--- src/rtl/apb_arbiter_ctrl_if.sv ---
// Bundle of requester handshakes and the shared APB bus for apb_arbiter_ctrl.
// The master modport is the arbiter's view; the slave modport is the view of
// whatever surrounds it (the requesters and the APB slaves).
interface apb_arbiter_ctrl_if #(
  parameter int unsigned ADDR_W = 32,
  parameter int unsigned DATA_W = 32
);
  // requester 0
  logic              req0_valid;
  logic              req0_write;
  logic [ADDR_W-1:0] req0_addr;
  logic [DATA_W-1:0] req0_wdata;
  logic              req0_done;
  logic [DATA_W-1:0] req0_rdata;
  logic              req0_err;
  // requester 1
  logic              req1_valid;
  logic              req1_write;
  logic [ADDR_W-1:0] req1_addr;
  logic [DATA_W-1:0] req1_wdata;
  logic              req1_done;
  logic [DATA_W-1:0] req1_rdata;
  logic              req1_err;
  // shared APB bus
  logic [ADDR_W-1:0] PADDR;
  logic              PWRITE;
  logic [DATA_W-1:0] PWDATA;
  logic [1:0]        PSEL;
  logic              PENABLE;
  logic [DATA_W-1:0] PRDATA0;
  logic [DATA_W-1:0] PRDATA1;
  logic              PREADY0;
  logic              PREADY1;
  logic              PSLVERR0;
  logic              PSLVERR1;

  modport master (
    input  req0_valid, req0_write, req0_addr, req0_wdata,
    input  req1_valid, req1_write, req1_addr, req1_wdata,
    output req0_done, req0_rdata, req0_err,
    output req1_done, req1_rdata, req1_err,
    output PADDR, PWRITE, PWDATA, PSEL, PENABLE,
    input  PRDATA0, PRDATA1, PREADY0, PREADY1, PSLVERR0, PSLVERR1
  );

  modport slave (
    output req0_valid, req0_write, req0_addr, req0_wdata,
    output req1_valid, req1_write, req1_addr, req1_wdata,
    input  req0_done, req0_rdata, req0_err,
    input  req1_done, req1_rdata, req1_err,
    input  PADDR, PWRITE, PWDATA, PSEL, PENABLE,
    output PRDATA0, PRDATA1, PREADY0, PREADY1, PSLVERR0, PSLVERR1
  );
endinterface

--- src/rtl/apb_arbiter_ctrl.sv ---
// Two-requester round-robin APB arbiter with built-in SETUP/ACCESS sequencer.
// Slave 0 (GPIO) lives at addr[31:28]=0x0, slave 1 (UART) at 0x1; any other
// region completes with an error and no bus activity.
// Optional macro APB_TIMEOUT_EN: abort an ACCESS phase that has waited
// TIMEOUT_CYCLES cycles without PREADY, returning an error.
module apb_arbiter_ctrl #(
  parameter int unsigned ADDR_W         = 32,
  parameter int unsigned DATA_W         = 32,
  parameter int unsigned TIMEOUT_CYCLES = 16
) (
  input  logic               PCLK,
  input  logic               PRESETn,
  apb_arbiter_ctrl_if.master bus
);

  localparam int unsigned DEC_W = 4;

  typedef enum logic [1:0] {
    S_IDLE   = 2'd0,
    S_SETUP  = 2'd1,
    S_ACCESS = 2'd2,
    S_DECERR = 2'd3
  } state_e;

  state_e            state_q;
  logic [1:0]        psel_q;
  logic              penable_q;
  logic [ADDR_W-1:0] paddr_q;
  logic [DATA_W-1:0] pwdata_q;
  logic              pwrite_q;
  logic              gnt_q;         // requester owning the current transfer
  logic              last_grant_q;  // most recently granted requester

  logic              any_req;
  logic              pick1;
  logic              pick_write;
  logic [ADDR_W-1:0] pick_addr;
  logic [DATA_W-1:0] pick_wdata;
  logic [DEC_W-1:0]  pick_region;

  logic              sel_ready;
  logic [DATA_W-1:0] sel_rdata;
  logic              sel_err;
  logic              ack;
  logic              tmo_hit;

  logic              fin;
  logic              fin_err;
  logic [DATA_W-1:0] fin_rdata;

  // Round-robin pick: a tie goes to whoever was not granted last
  always_comb begin
    any_req     = bus.req0_valid | bus.req1_valid;
    pick1       = bus.req1_valid & (~bus.req0_valid | ~last_grant_q);
    pick_write  = pick1 ? bus.req1_write : bus.req0_write;
    pick_addr   = pick1 ? bus.req1_addr  : bus.req0_addr;
    pick_wdata  = pick1 ? bus.req1_wdata : bus.req0_wdata;
    pick_region = pick_addr[ADDR_W-1 -: DEC_W];
  end

  // Only the selected slave's response is looked at
  always_comb begin
    sel_ready = psel_q[1] ? bus.PREADY1  : bus.PREADY0;
    sel_rdata = psel_q[1] ? bus.PRDATA1  : bus.PRDATA0;
    sel_err   = psel_q[1] ? bus.PSLVERR1 : bus.PSLVERR0;
    ack       = (state_q == S_ACCESS) & sel_ready;
  end

`ifdef APB_TIMEOUT_EN
  localparam int unsigned TMO_W = (TIMEOUT_CYCLES > 1) ? $clog2(TIMEOUT_CYCLES) : 1;

  logic [TMO_W-1:0] tmo_cnt_q;

  assign tmo_hit = (state_q == S_ACCESS) & ~sel_ready &
                   (tmo_cnt_q == TMO_W'(TIMEOUT_CYCLES - 1));

  // Wait-state counter: cleared while entering ACCESS, counts stalled cycles
  always_ff @(posedge PCLK or negedge PRESETn) begin
    if (!PRESETn) begin
      tmo_cnt_q <= '0;
    end else if (state_q == S_SETUP) begin
      tmo_cnt_q <= '0;
    end else if ((state_q == S_ACCESS) && !sel_ready && !tmo_hit) begin
      tmo_cnt_q <= tmo_cnt_q + TMO_W'(1);
    end
  end
`else
  logic unused_tmo;

  assign tmo_hit    = 1'b0;
  assign unused_tmo = (TIMEOUT_CYCLES == 0);
`endif

  // Arbitration / APB sequencer with registered bus outputs
  always_ff @(posedge PCLK or negedge PRESETn) begin
    if (!PRESETn) begin
      state_q      <= S_IDLE;
      psel_q       <= 2'b00;
      penable_q    <= 1'b0;
      paddr_q      <= '0;
      pwdata_q     <= '0;
      pwrite_q     <= 1'b0;
      gnt_q        <= 1'b0;
      last_grant_q <= 1'b1;
    end else begin
      case (state_q)
        S_IDLE: begin
          if (any_req) begin
            gnt_q        <= pick1;
            last_grant_q <= pick1;
            paddr_q      <= pick_addr;
            pwdata_q     <= pick_wdata;
            pwrite_q     <= pick_write;
            if (pick_region == DEC_W'(0)) begin
              psel_q  <= 2'b01;
              state_q <= S_SETUP;
            end else if (pick_region == DEC_W'(1)) begin
              psel_q  <= 2'b10;
              state_q <= S_SETUP;
            end else begin
              psel_q  <= 2'b00;
              state_q <= S_DECERR;
            end
          end
        end
        S_SETUP: begin
          penable_q <= 1'b1;
          state_q   <= S_ACCESS;
        end
        S_ACCESS: begin
          if (ack || tmo_hit) begin
            psel_q    <= 2'b00;
            penable_q <= 1'b0;
            state_q   <= S_IDLE;
          end
        end
        S_DECERR: begin
          state_q <= S_IDLE;
        end
        default: begin
          psel_q    <= 2'b00;
          penable_q <= 1'b0;
          state_q   <= S_IDLE;
        end
      endcase
    end
  end

  // Completion response is combinational so done lands in the PREADY cycle
  always_comb begin
    fin       = ack | tmo_hit | (state_q == S_DECERR);
    fin_err   = ack ? sel_err : fin;
    fin_rdata = (ack && !pwrite_q) ? sel_rdata : '0;
  end

  // Route the response to the owning requester only
  always_comb begin
    bus.req0_done  = fin & ~gnt_q;
    bus.req0_err   = fin_err & ~gnt_q;
    bus.req0_rdata = gnt_q ? '0 : fin_rdata;
    bus.req1_done  = fin & gnt_q;
    bus.req1_err   = fin_err & gnt_q;
    bus.req1_rdata = gnt_q ? fin_rdata : '0;
  end

  assign bus.PSEL    = psel_q;
  assign bus.PENABLE = penable_q;
  assign bus.PADDR   = paddr_q;
  assign bus.PWDATA  = pwdata_q;
  assign bus.PWRITE  = pwrite_q;

endmodule

--- src/flat_wrapper.sv ---
// flat-port wrapper written by rule: the top's interface ports become plain ports
module apb_arbiter_ctrl_flat 
#(
  parameter int unsigned ADDR_W         = 32,
  parameter int unsigned DATA_W         = 32,
  parameter int unsigned TIMEOUT_CYCLES = 16
)
  (PCLK, PRESETn, bus_req0_valid, bus_req0_write, bus_req0_addr, bus_req0_wdata, bus_req1_valid, bus_req1_write, bus_req1_addr, bus_req1_wdata, bus_req0_done, bus_req0_rdata, bus_req0_err, bus_req1_done, bus_req1_rdata, bus_req1_err, bus_PADDR, bus_PWRITE, bus_PWDATA, bus_PSEL, bus_PENABLE, bus_PRDATA0, bus_PRDATA1, bus_PREADY0, bus_PREADY1, bus_PSLVERR0, bus_PSLVERR1);
  apb_arbiter_ctrl_if #(.ADDR_W(ADDR_W), .DATA_W(DATA_W)) bus_i ();
  input  logic PCLK;
  input  logic PRESETn;
  input wire logic [$bits(bus_i.req0_valid)-1:0] bus_req0_valid;
  input wire logic [$bits(bus_i.req0_write)-1:0] bus_req0_write;
  input wire logic [$bits(bus_i.req0_addr)-1:0] bus_req0_addr;
  input wire logic [$bits(bus_i.req0_wdata)-1:0] bus_req0_wdata;
  input wire logic [$bits(bus_i.req1_valid)-1:0] bus_req1_valid;
  input wire logic [$bits(bus_i.req1_write)-1:0] bus_req1_write;
  input wire logic [$bits(bus_i.req1_addr)-1:0] bus_req1_addr;
  input wire logic [$bits(bus_i.req1_wdata)-1:0] bus_req1_wdata;
  output wire logic [$bits(bus_i.req0_done)-1:0] bus_req0_done;
  output wire logic [$bits(bus_i.req0_rdata)-1:0] bus_req0_rdata;
  output wire logic [$bits(bus_i.req0_err)-1:0] bus_req0_err;
  output wire logic [$bits(bus_i.req1_done)-1:0] bus_req1_done;
  output wire logic [$bits(bus_i.req1_rdata)-1:0] bus_req1_rdata;
  output wire logic [$bits(bus_i.req1_err)-1:0] bus_req1_err;
  output wire logic [$bits(bus_i.PADDR)-1:0] bus_PADDR;
  output wire logic [$bits(bus_i.PWRITE)-1:0] bus_PWRITE;
  output wire logic [$bits(bus_i.PWDATA)-1:0] bus_PWDATA;
  output wire logic [$bits(bus_i.PSEL)-1:0] bus_PSEL;
  output wire logic [$bits(bus_i.PENABLE)-1:0] bus_PENABLE;
  input wire logic [$bits(bus_i.PRDATA0)-1:0] bus_PRDATA0;
  input wire logic [$bits(bus_i.PRDATA1)-1:0] bus_PRDATA1;
  input wire logic [$bits(bus_i.PREADY0)-1:0] bus_PREADY0;
  input wire logic [$bits(bus_i.PREADY1)-1:0] bus_PREADY1;
  input wire logic [$bits(bus_i.PSLVERR0)-1:0] bus_PSLVERR0;
  input wire logic [$bits(bus_i.PSLVERR1)-1:0] bus_PSLVERR1;
  assign bus_i.req0_valid = bus_req0_valid;
  assign bus_i.req0_write = bus_req0_write;
  assign bus_i.req0_addr = bus_req0_addr;
  assign bus_i.req0_wdata = bus_req0_wdata;
  assign bus_i.req1_valid = bus_req1_valid;
  assign bus_i.req1_write = bus_req1_write;
  assign bus_i.req1_addr = bus_req1_addr;
  assign bus_i.req1_wdata = bus_req1_wdata;
  assign bus_req0_done = bus_i.req0_done;
  assign bus_req0_rdata = bus_i.req0_rdata;
  assign bus_req0_err = bus_i.req0_err;
  assign bus_req1_done = bus_i.req1_done;
  assign bus_req1_rdata = bus_i.req1_rdata;
  assign bus_req1_err = bus_i.req1_err;
  assign bus_PADDR = bus_i.PADDR;
  assign bus_PWRITE = bus_i.PWRITE;
  assign bus_PWDATA = bus_i.PWDATA;
  assign bus_PSEL = bus_i.PSEL;
  assign bus_PENABLE = bus_i.PENABLE;
  assign bus_i.PRDATA0 = bus_PRDATA0;
  assign bus_i.PRDATA1 = bus_PRDATA1;
  assign bus_i.PREADY0 = bus_PREADY0;
  assign bus_i.PREADY1 = bus_PREADY1;
  assign bus_i.PSLVERR0 = bus_PSLVERR0;
  assign bus_i.PSLVERR1 = bus_PSLVERR1;
  apb_arbiter_ctrl #(.ADDR_W(ADDR_W), .DATA_W(DATA_W), .TIMEOUT_CYCLES(TIMEOUT_CYCLES)) u_core (.PCLK(PCLK), .PRESETn(PRESETn), .bus(bus_i));
endmodule
--- config.mk ---
export PLATFORM = sky130hd
export DESIGN_NAME = apb_arbiter_ctrl_flat
export DESIGN_NICKNAME = d
export VERILOG_FILES = /design/src/rtl/apb_arbiter_ctrl_if.sv /design/src/rtl/apb_arbiter_ctrl.sv /design/src/flat_wrapper.sv
export SDC_FILE = /design/constraint.sdc
export NUM_CORES = 1
export LEC_CHECK = 0
export BUFFER_PORTS_ARGS = -buffer_cell sky130_fd_sc_hd__buf_2
export CAP_MARGIN = 20
export CORE_AREA = 2 2 131 133
export CTS_BUF_LIST = sky130_fd_sc_hd__clkbuf_2
export DETAILED_ROUTE_END_ITERATION = 10
export DIE_AREA = 0 0 133 135
export SKIP_LAST_GASP = 1
export SYNTH_ARGS = -nofsm -noshare
export SYNTH_HDL_FRONTEND = slang
export SYNTH_SLANG_ARGS = --single-unit
--- constraint.sdc ---
create_clock -name PCLK -period 2.26 [get_ports PCLK]
set_input_delay 0.113 -clock PCLK [delete_from_list [all_inputs] [get_ports PCLK]]
set_output_delay 0.113 -clock PCLK [all_outputs]
set_load 0.03 [all_outputs]
-- Yosys cells after proc, flatten, opt, wreduce, memory -nomap -nowiden
Cells that the tools add are included.
- bits of input ports: 202
- word-level logic and storage cells: 57
- output and inout port bits: 136
- register bits: 72
- multiplexer cells: 21
- reduce and logical (&&, ||, !) cells: 10
- bitwise logic cells: 12
- equality and inequality tests: 6
- operators by type and width (operator ; count):
    $mux W32 ; 6
    $mux W2 ; 7
    $pmux W2 S4 ; 1
    $and A1 B1 Y1 ; 6
    $reduce_and A2 Y1 ; 3
    $mux W1 ; 5
    $eq A2 B2 Y1 const B ; 2
    $eq A4 B1 Y1 const B ; 1
    $logic_not A4 Y1 ; 1
    $ne A2 B1 Y1 const B ; 2
    $pmux W2 S2 ; 1
    $reduce_bool A2 Y1 ; 2
    $not A1 Y1 ; 3
    $or A1 B1 Y1 ; 3
    $reduce_and A3 Y1 ; 1
    $eq A2 B1 Y1 const B ; 1
    $logic_not A2 Y1 ; 1
    $pmux W1 S2 ; 1
    $logic_and A1 B1 Y1 ; 1
    $logic_not A1 Y1 ; 1

-- Depth between registers and ports, before layout
- depth in word-level cells: 9
- depth in mapped cells: 6
- gate-level depth less buffers: 3

-- Least setup slack after synthesis
OpenSTA, ideal clock, no wires.
- path kind: register to output
- from: register u_core.psel_q[1] (netlist: u_core.bus.PSEL[1])
- to: output bus_req0_rdata[11]
- data required time: 2147 ps
- setup slack: 154 ps
- cell stages (with the launch flop): 7
- path buffers: 3
- arrival time: 1993 ps
- cell sequence: dfrtp_1 > buf_4 > mux2i_1 > or4_1 > buf_2 > buf_6 > nor2_1
- longest elaborated chain between the ends: 5
- elaborated cells on any way between the ends: 6
- those cells by class: 4 x mux; 1 x bitwise; 1 x reduce/logical
- RTL lines (element ; RTL line ; RTL):
    start: declaration ; apb_arbiter_ctrl.sv:26 ; logic [1:0] psel_q;
    start signal: assignment ; apb_arbiter_ctrl.sv:98 ; psel_q <= 2'b00;
    start signal: assignment ; apb_arbiter_ctrl.sv:115 ; psel_q <= 2'b01;
    start signal: assignment ; apb_arbiter_ctrl.sv:118 ; psel_q <= 2'b10;
    $mux W1 ; apb_arbiter_ctrl.sv:63 ; sel_ready = psel_q[1] ? bus.PREADY1 : bus.PREADY0;
    $and A1 B1 Y1 ; apb_arbiter_ctrl.sv:66 ; ack = (state_q == S_ACCESS) & sel_ready;
    $logic_and A1 B1 Y1 ; apb_arbiter_ctrl.sv:153 ; fin_rdata = (ack && !pwrite_q) ? sel_rdata : '0;
    $mux W32 (*) ; apb_arbiter_ctrl.sv:153 ;
    $mux W32 (*) ; apb_arbiter_ctrl.sv:160 ; bus.req0_rdata = gnt_q ? '0 : fin_rdata;
    end: declaration ; flat_wrapper.sv:21 ; output wire logic [$bits(bus_i.req0_rdata)-1:0] bus_req0_rdata;
Every way passes the cells marked *; elsewhere a longest branch is shown, timed or not.

-- Final worst setup path
- from: register u_core.state_q[0]
- to: output bus_req0_rdata[21]
- longest elaborated chain between the ends: 5
- RTL lines (element ; RTL line ; RTL):
    start: declaration ; apb_arbiter_ctrl.sv:25 ; state_e state_q;
    start signal: assignment ; apb_arbiter_ctrl.sv:97 ; state_q <= S_IDLE;
    start signal: assignment ; apb_arbiter_ctrl.sv:116 ; state_q <= S_SETUP;
    start signal: assignment ; apb_arbiter_ctrl.sv:119 ; state_q <= S_SETUP;
    $eq A2 B2 Y1 ; apb_arbiter_ctrl.sv:66 ;
    $and A1 B1 Y1 ; apb_arbiter_ctrl.sv:66 ;
    $logic_and A1 B1 Y1 ; apb_arbiter_ctrl.sv:153 ;
    $mux W32 ; apb_arbiter_ctrl.sv:153 ;
    $mux W32 ; apb_arbiter_ctrl.sv:160 ;
No other way between the ends.

==> flow_summary_export.csv <==
group,metric,value,unit
outcome,status,"complete, but fails checks",
outcome,violations,"setup timing",
synth,synth_adder_area_share,0,%
timing,setup_viol,29,
power,swShare,47.2,%
setup_path,path_max_fanout,16,
power,p_int,4.62,mW
timing,slew_violations,0,
floorplanning,dieArea,18000,um^2
cells_and_area,areaGrowthSynthToFinish,92.7,%
placement,gp_congestion,0.859,
hold_path,worstHoldPathType,"in -> reg",
cells_and_area,stdcell_count,1078,
drt,drc,0,
clocking,clk_pin_slew,0.19,ns
drt,first_pass_iters,4,
synth,synth_common_cells,"133 x mux2_2, 71 x dfrtp_1, 63 x nor2_1",
floorplanning,core_area,16400,um^2
power,seq_power_share,26.3,%
clocking,cts_buffers,9,
synth,synthCells,361,
synth,ys.warnings.count,0,
global_routing,antenna_found_initial,2,
placement,placed_area,6200,um^2
power,p_leak,4.01,nW
global_routing,grt_pass1_wl,25.5,mm
cells_and_area,fin_area,8220,um^2
global_routing,grt_max_degree,59,
global_routing,grtUsageTotal,18.4,%
timing,skew,0.0494,ns
clocking,clk_latency,0.55,ns
drt,ant_nets,0,
global_routing,grt_overflow,0,
synth,synth_edf_count,0,
cells_and_area,multi_input_area,2350,um^2
floorplanning,die_y,135,um
synth,synth_area_leaders,"dfrtp_1 42%, mux2_2 35%, mux2i_1 8.0%",
synth,synthSimpleGateAreaFrac,8.33,%
synth,synth_compound_area_share,2.14,%
setup_path,start_kind,"flop",
drt,drt_iter0_markers,136,
drt,vias,4821,
clocking,cts_num_sinks,72,
drt,wl_per_cell,17.0,um
power,ir_worst_vdd,0.520,mV
floorplanning,row_count,47,
synth,yosysTopAreaCell,"dfrtp_1",
setup_path,path_class,"reg -> out",
floorplanning,initial_core_util,26.0,%
synth,synth_cell_types,28,
timing,post-route-min-period,2.33,ns
clocking,cts-root-buf,"clkbuf_2",
timing,tightest_slew,0.473,ns
setup_path,crit_path_end_kind,"output port",
synth,synth.avg_cell_area,11.8,um^2
floorplanning,die_w,133,um
power,p_switching,4.13,mW
clocking,cts_max_level,3,
clocking,cts_tree,"done",
placement,port_buffers,337,
timing,hold_violations,0,
synth,syn_nets,563,
clocking,cts_buffer_depth,2,
power,p_per_area,1060,nW/um^2
run,maxCapViolations,0,
cells_and_area,drive_gt1_share,63.0,%
drt,finalWirelength,18.3,mm
global_routing,grt_pass1_vias,4916,
synth,yosysMostFrequentCell,"mux2_2",
cells_and_area,ff_latch_area,1810,um^2
setup_path,critPathArrivalTime,2.21,ns
synth,ys_seq_area_share,42.2,%
synth,synth_top_flop_cell,"dfrtp_1",
power,p_comb_share,66.3,%
synth,synth_area,4270,um^2
setup_path,worstPathRequired,2.15,ns
synth,synth_xor_area_share,0,%
timing,fmax,430,MHz
timing,hold-worst-slack,0.0938,ns
placement,dp_cells,902,
power,p_clk_share,7.4,%
synth,ys_seq_elements,72,
timing,slew_headroom,68.2,%
synth,async_reset_ff_share,100,%
synth,synth_top_family_by_area,"multiplexers",
placement,place_ws,0.370,ns
synth,synth_top_cell_area_share,41.6,%
placement,dpl.hpwl,11.6,mm
cells_and_area,layout.nets,1054,
floorplanning,io_pins,338,
timing,rsz0062_at_grt,"true",
timing,fin_ws,-0.0675,ns
timing,period_share,103,%
drt,via_per_inst,4.47,
cells_and_area,nFillCells,1446,
synth,synthMuxAreaShare,43.1,%
-- state kept, by name, summed over array words and instances, names as in the netlist --
name and count:
u_core.bus.PADDR 32, u_core.bus.PENABLE 1, u_core.bus.PSEL 2, u_core.bus.PWDATA 32, u_core.bus.PWRITE 1, u_core.gnt_q 1, u_core.last_grant_q 1, u_core.state_q 2
-- power by group through the flow --
stage               logic [mW]  registers (mW)  clock network [mW]
global route              6.11            2.38               0.738
CTS                       5.61            2.29               0.686
finish                    5.80            2.30               0.648
detailed placement        5.05            2.34                   0
global placement          5.02            2.32                   0
floorplan                 2.34            3.55                   0
-- worst max-delay path: stages (launching register included) --
cell	delay, ns
dfrtp_2	0.44
or2b_1	0.25
or4_4	0.47
clkbuf_16	0.21
nor2_1	0.14
buf_4	0.19
-- timing repair --
action | CTS | global route
setup buffers | 3 | 10
setup endpoints to repair | 65 | 93
gates resized for setup | 66 | 56
endpoints found under the hold margin | 140 | 15
pin swaps | 0 | 1
cloned | 1 | 5
hold buffers | 141 | 15
-- placed cells by master, fill, tap and decap left out, types with 2 or more instances in the layout --
cell type / n
buf_2: 272
dlygate4sd3_1: 139
mux2_2: 130
buf_4: 70
dfrtp_1: 68
nor2_1: 58
mux2i_1: 30
nor2_2: 11
clkbuf_2: 11
buf_6: 11
buf_12: 8
mux2i_2: 4
nor3_1: 4
mux2_4: 3
clkbuf_16: 3
dfrtp_2: 3
or4_4: 2
inv_1: 2
nor2_4: 2
a21oi_1: 2
nand3b_1: 2
a31oi_1: 2
clkinvlp_4: 2
buf_8: 2
-- kinds of logic (layout without fill, tap and decap cells) --
logic type | count (synthesis) | after routing
AO/OA/AOI/OAI | 12 | 12
buffers and inverters | 28 | 524
flip-flops | 72 | 72
multiplexers | 167 | 167
other | 0 | 1
AND/OR/NAND/NOR | 82 | 82
-- cell type report --
type / count / share of cell area [%]
antenna: 1 / 0.0304
clock buffer: 11 / 0.670
clock inverter: 5 / 0.396
inverter: 2 / 0.0913
multi-input combinational: 261 / 28.6
sequential: 72 / 22.0
tap: 220 / 3.35
timing repair buffer: 506 / 44.9
-- metrics by stage --
stage | TNS (ns) | util, % | power [mW]
after floorplan | 0 | - | 5.90
after global placement | 0 | 37.8 | 7.34
after detailed placement | 0 | 37.8 | 7.39
after CTS | -4.36 | 48.4 | 8.58
after global routing | -11.27 | 50.1 | 9.23
final | -0.506 | 50.1 | 8.75
-- routing by layer --
layer	global-route usage [%]	vias up	part of all wire (%)
li1	-	2268	-
met1	18.1	2298	35
met2	35.6	216	55
met3	5.33	37	6.8
met4	8.18	2	2.6
met5	0	-	0.071
-- worst paths after layout --
check	from	end	slack [ns]	depth (start not counted)
max in group asynchronous	PRESETn	u_core.last_grant_q	1.23	4
hold reg to reg	u_core.bus.PADDR[2]	u_core.bus.PADDR[2]	0.52	1
setup reg to reg	u_core.last_grant_q	u_core.bus.PWDATA[29]	-0.04	5
setup / recovery	u_core.state_q[0]	bus_req0_rdata[21]	-0.07	5
min in group asynchronous	PRESETn	u_core.state_q[0]	0.52	3
hold / removal	bus_PREADY0	u_core.bus.PSEL[0]	0.09	4
Power figures use the tool's default switching activity.
